[src/rtl/tlc_pkg.sv]
// Shared encodings for the traffic-light sequencer: state codes, lamp patterns,
// counter width and the state-to-lamp decode.
package tlc_pkg;

   localparam int CNT_W = 5;

   typedef enum logic [2:0] {
      S_MG   = 3'd0,
      S_MY   = 3'd1,
      S_WALK = 3'd2,
      S_SG   = 3'd3,
      S_SY   = 3'd4
   } state_t;

   localparam logic [2:0] RED = 3'b100;
   localparam logic [2:0] YEL = 3'b010;
   localparam logic [2:0] GRN = 3'b001;

   typedef struct packed {
      logic [2:0] main_lt;
      logic [2:0] side_lt;
      logic       walk;
   } lamps_t;

   // Unreachable codes show all-red so a corrupted state can never show a conflict.
   function automatic lamps_t lamp_decode(input state_t s);
      lamps_t l;
      l = '{main_lt: RED, side_lt: RED, walk: 1'b0};
      case (s)
         S_MG:    l.main_lt = GRN;
         S_MY:    l.main_lt = YEL;
         S_WALK:  l.walk    = 1'b1;
         S_SG:    l.side_lt = GRN;
         S_SY:    l.side_lt = YEL;
         default: ;
      endcase
      return l;
   endfunction

endpackage

[src/rtl/tick_timer.sv]
// Load / decrement / expire down-counter. Counts down on tick while above 1,
// holds at 1, and flags expiry on a tick seen while at 1.
module tick_timer
   import tlc_pkg::*;
#(
   parameter logic [CNT_W-1:0] RST_VAL = 5'd8
) (
   input  logic             clk,
   input  logic             WR_Reset,
   input  logic             tick,
   input  logic             load,
   input  logic [CNT_W-1:0] load_val,
   output logic             expire
);

   logic [CNT_W-1:0] count;

   // NOTE: sequential state uses non-blocking (<=) so every flop samples pre-edge values.
   always_ff @(posedge clk or posedge WR_Reset) begin
      if (WR_Reset)
         count <= RST_VAL;
      else if (load)
         count <= load_val;
      else if (tick && (count > CNT_W'(1)))
         count <= count - CNT_W'(1);
   end

   assign expire = tick && (count == CNT_W'(1));

endmodule

[src/rtl/light_sequencer.sv]
// Main/side street traffic-light sequencer with pedestrian WALK phase and a
// one-shot side-green extension. All outputs are registered decodes of the state.
module light_sequencer
   import tlc_pkg::*;
#(
   parameter int T_BASE = 8,
   parameter int T_YEL  = 2,
   parameter int T_EXT  = 4
) (
   input  logic       clk,
   input  logic       WR_Reset,
   input  logic       tick,
   input  logic       WR,
   input  logic       sensor,
   output logic [2:0] main_lt,
   output logic [2:0] side_lt,
   output logic       walk_lamp,
   output logic       wr_clear,
   output logic [2:0] state_o
);

   localparam logic [CNT_W-1:0] T_BASE_C = CNT_W'(T_BASE);
   localparam logic [CNT_W-1:0] T_YEL_C  = CNT_W'(T_YEL);
   localparam logic [CNT_W-1:0] T_EXT_C  = CNT_W'(T_EXT);

   state_t           state, next_state;
   logic             ext_used, ext_next;
   logic             load, expire;
   logic [CNT_W-1:0] load_val;
   lamps_t           lamps;
   logic             wr_clear_d;

   tick_timer #(.RST_VAL(T_BASE_C)) u_timer (
      .clk      (clk),
      .WR_Reset (WR_Reset),
      .tick     (tick),
      .load     (load),
      .load_val (load_val),
      .expire   (expire)
   );

   always_ff @(posedge clk or posedge WR_Reset) begin
      if (WR_Reset) begin
         state    <= S_MG;
         ext_used <= 1'b0;
      end else begin
         state    <= next_state;
         ext_used <= ext_next;
      end
   end

   // MG with no request leaves the timer parked at 1 until a request shows up on a tick.
   always_comb begin
      // NOTE: every combinational output gets a default first, so no path infers a latch.
      next_state = state;
      ext_next   = ext_used;
      load       = 1'b0;
      load_val   = T_BASE_C;
      case (state)
         S_MG: if (expire && (WR || sensor)) begin
            next_state = S_MY;
            load       = 1'b1;
            load_val   = T_YEL_C;
         end
         S_MY: if (expire) begin
            next_state = WR ? S_WALK : S_SG;
            load       = 1'b1;
            load_val   = T_EXT_C;
            ext_next   = 1'b0;
         end
         S_WALK: if (expire) begin
            next_state = sensor ? S_SG : S_MG;
            load       = 1'b1;
            load_val   = sensor ? T_EXT_C : T_BASE_C;
            ext_next   = 1'b0;
         end
         S_SG: if (expire) begin
            load = 1'b1;
            if (sensor && !ext_used) begin
               load_val = T_EXT_C;
               ext_next = 1'b1;
            end else begin
               next_state = S_SY;
               load_val   = T_YEL_C;
            end
         end
         S_SY: if (expire) begin
            next_state = S_MG;
            load       = 1'b1;
         end
         default: begin
            next_state = S_MG;
            load       = 1'b1;
            ext_next   = 1'b0;
         end
      endcase
   end

   // walk_lamp still low while state is WALK marks the first WALK cycle.
   always_comb begin
      lamps      = lamp_decode(state);
      wr_clear_d = (state == S_WALK) && !walk_lamp;
   end

   always_ff @(posedge clk or posedge WR_Reset) begin
      if (WR_Reset) begin
         main_lt   <= GRN;
         side_lt   <= RED;
         walk_lamp <= 1'b0;
         wr_clear  <= 1'b0;
         state_o   <= S_MG;
      end else begin
         main_lt   <= lamps.main_lt;
         side_lt   <= lamps.side_lt;
         walk_lamp <= lamps.walk;
         wr_clear  <= wr_clear_d;
         state_o   <= state;
      end
   end

endmodule

[config.mk]
export PLATFORM = sky130hd
export DESIGN_NAME = light_sequencer
export DESIGN_NICKNAME = d
export VERILOG_FILES = /design/src/rtl/tlc_pkg.sv /design/src/rtl/tick_timer.sv /design/src/rtl/light_sequencer.sv
export SDC_FILE = /design/constraint.sdc
export NUM_CORES = 1
export LEC_CHECK = 0
export BUFFER_PORTS_ARGS = -buffer_cell sky130_fd_sc_hd__buf_2
export CAP_MARGIN = 20
export CORE_MARGIN = 1.5
export CORE_UTILIZATION = 51
export CTS_BUF_LIST = sky130_fd_sc_hd__clkbuf_8
export DETAILED_ROUTE_END_ITERATION = 6
export HOLD_SLACK_MARGIN = 0.12
export PLACE_DENSITY_LB_ADDON = 0.05
export REMOVE_ABC_BUFFERS = 1
export SYNTH_ARGS = -nofsm -noshare
export SYNTH_HDL_FRONTEND = slang
export SYNTH_SLANG_ARGS = --single-unit
[constraint.sdc]
create_clock -name clk -period 1.6 [get_ports clk]
set_input_delay 0.32 -clock clk [delete_from_list [all_inputs] [get_ports clk]]
set_output_delay 0.32 -clock clk [all_outputs]
set_load 0.02 [all_outputs]
==> out/metrics.cfg <==
[outcome]
status=finished clean

[routing]
routed_wl_microns=2040
viasPerCell=5.54
first_pass_iters=5
drc=0
drtAntennaViolNets=0
drt-initial-drc-count=18
vias=825
post_drt_wl_per_cell_microns=13.7

[synthesis]
synth_top_cell_area_share=0.443
synth.cells.most_frequent=dfrtp_1 (17), a21oi_1 (10), nand2_1 (8), nor2_1 (7)
synthDistinctLibCells=37
ys_seq_area_frac=0.525
async_reset_ff_frac=1.00
syn_area_sq_um=961
synth-seq-cells=20
ys.flop_type=dfrtp_1
synth-warning-count=0
synth_edf_count=0
synth_area_leaders=dfrtp_1 (44%), dfstp_2 (8.2%), a21oi_1 (5.2%)
yosysTopAreaCell=dfrtp_1
synth_area_per_cell_sq_um=10.1
synth.most_common_cell=dfrtp_1
synth_cells=95

[job]
drv_cap=0

[timing]
maxSlewViolCount=0
worstMarginPinSlew_ns=0.376
finalSetupTns_ns=0
hold_violations=0
fmax_ghz=0.649
setup_viol=0
clock_skew_ns=0.00355
period_minus_slack_ns=1.54
min_period_over_period=0.963
slew-limit-headroom=0.748

[layout]
drive_gt1_frac=0.363
diodes=0
syn_to_final_growth_pct=27.1
final_cells=149
fill_cells=145
layout.nets=132
multi_input_area_sq_um=445
register_area_sq_um=505

[critical_path]
critPathArrivalTime_ns=1.73
crit_path_top_delay_cell=or4_1
path_cells=nor3_4, buf_4, nand2_4, or4_1, o21ai_1
cp-end-kind=flip-flop
critPathLaunchType=flip-flop
worstSetupPathType=reg -> reg
worstPathMaxFanout=5
worst-path-buf-inv=1
crit_family=simple AND/OR/NAND/NOR gates
crit_required_ns=1.79
cpPeakStageDelay_ns=0.49

[placement]
gp_congestion=0.878
dp_cells=143
port_buffers=15
hpwl_microns=1500

[global_route]
globalRouteTotalUtil=0.217
grt_pass1_wl_microns=3350
grt_pass1_vias=745
gr-total-overflow=0
grt_max_degree=21
antenna_found_initial=0

[clock_network]
clkTransAtPathRegs_ns=0.07
clock_latency_ns=0.25
root_buffer=clkbuf_8
cts_sinks=20
cts_max_level=1
numCtsBuffers=3
cts_tree=built
clock_path_buffers=2

[floorplan]
initial_utilization=0.551
io_pins=16
row_count=15
die_h_microns=46.4
core_sq_um=1750
die_area_sq_um=2150
dieWidth_microns=46.4

[power_and_ir_drop]
powerDensity_nw_per_um2=699
ir_drop_mv=0.617
p_leak_nw=0.602

[hold_path]
hp-class=reg -> reg

==> where the power goes <==
part / leakage [nW] / internal (mW) / switching, mW
combinational: 0.313 / 0.00989 / 0.0196
clock: 0.0269 / 0.170 / 0.148
sequential: 0.262 / 0.506 / 0
==> metal layers <==
| layer | vias up | GRT usage | routed length, microns |
|---|---|---|---|
| li1 | 405 | - | - |
| met2 | 21 | 0.322 | 929 |
| met3 | 5 | 0.0118 | 65 |
| met4 | 0 | 0.0686 | 28 |
| met5 | - | 0 | 0 |
| met1 | 394 | 0.335 | 1020 |
==> cell families after synthesis <==
group                      after synthesis  synth area share
AOI/OAI and AO/OA                       30             0.206
and+or+nand+nor                         34             0.202
adders and majority gates                2            0.0260
xor gates and xnor gates                 1           0.00912
buffers and inverters                    8            0.0326
DFF                                     20             0.525
==> per-stage QoR <==
step                      hold WS (ns)  power, mW  cell area (sq um)   util  setup WS (ns)
final                            0.422      0.854               1220  0.700         0.0586
after global placement           0.348      0.542               1140  0.652         0.0746
after detailed placement         0.358      0.543               1140  0.652         0.0286
after floorplan                  0.282      0.528                948      -         0.0456
after global routing             0.451      0.886               1220  0.700       -0.00840
after CTS                        0.425      0.863               1190  0.684        0.00924
==> sequential cells by signal, summed over array words and instances (netlist names) <==
signal and flops:
u_timer.count 5, main_lt 3, side_lt 3, state 3, state_o 3, ext_used 1, walk_lamp 1, wr_clear 1
==> worst paths after layout <==
kind                               endpoint              from  cells after the start  slack, ns
min                                wr_clear         walk_lamp                      1       0.42
min in group asynchronous  u_timer.count[4]          WR_Reset                      4       0.62
max in group asynchronous        side_lt[2]          WR_Reset                      4       0.72
min reg2reg                        wr_clear         walk_lamp                      1       0.42
max reg2reg                u_timer.count[2]  u_timer.count[4]                      5       0.06
max                        u_timer.count[2]  u_timer.count[4]                      5       0.06
==> placed cells by master (no fill, tap or decap), drive strengths merged <==
cell type    count
nor3b            1
buf             27
a21boi           1
o41ai            1
a21oi           10
nor4             2
dfstp            3
a22oi            2
o221ai           1
or2b             1
and3             1
nor3             4
ha               2
a211oi           1
nand3            2
inv              6
nand2            9
nand2b           2
or4b             1
o21ba            1
dfrtp           17
a2bb2oi          2
a31oi            1
dlygate4sd3      1
o311ai           1
xnor2            1
or4              1
a211o            1
o31ai            1
nor2             7
o31a             1
o21ai            6
and2             3
clkbuf           3
==> worst register-to-register path: cells and delay by family (launching register included) <==
kind | cells | cell delay, ns
compound gates | 1 | 0.08
buf+inv | 1 | 0.17
flops | 1 | 0.45
simple gates | 3 | 0.78
==> area by class of cell <==
| cell class | count | share of cell area |
|---|---|---|
| clock buffer | 3 | 0.0338 |
| clock inverter | 1 | 0.00307 |
| inverter | 5 | 0.0154 |
| multi-input combinational | 67 | 0.365 |
| sequential | 20 | 0.414 |
| tap | 25 | 0.0256 |
| timing repair buffer | 28 | 0.143 |
==> what timing repair did <==
| action | in CTS | in global routing |
|---|---|---|
| setup endpoints to repair | 1 | 5 |
| hold buffers | 1 | 0 |
| hold endpoints to repair | 17 | 0 |
| gates resized for setup | 1 | 5 |
| setup buffers | 0 | 1 |
| pin swaps | 0 | 2 |
Power figures use the tool's default switching activity.
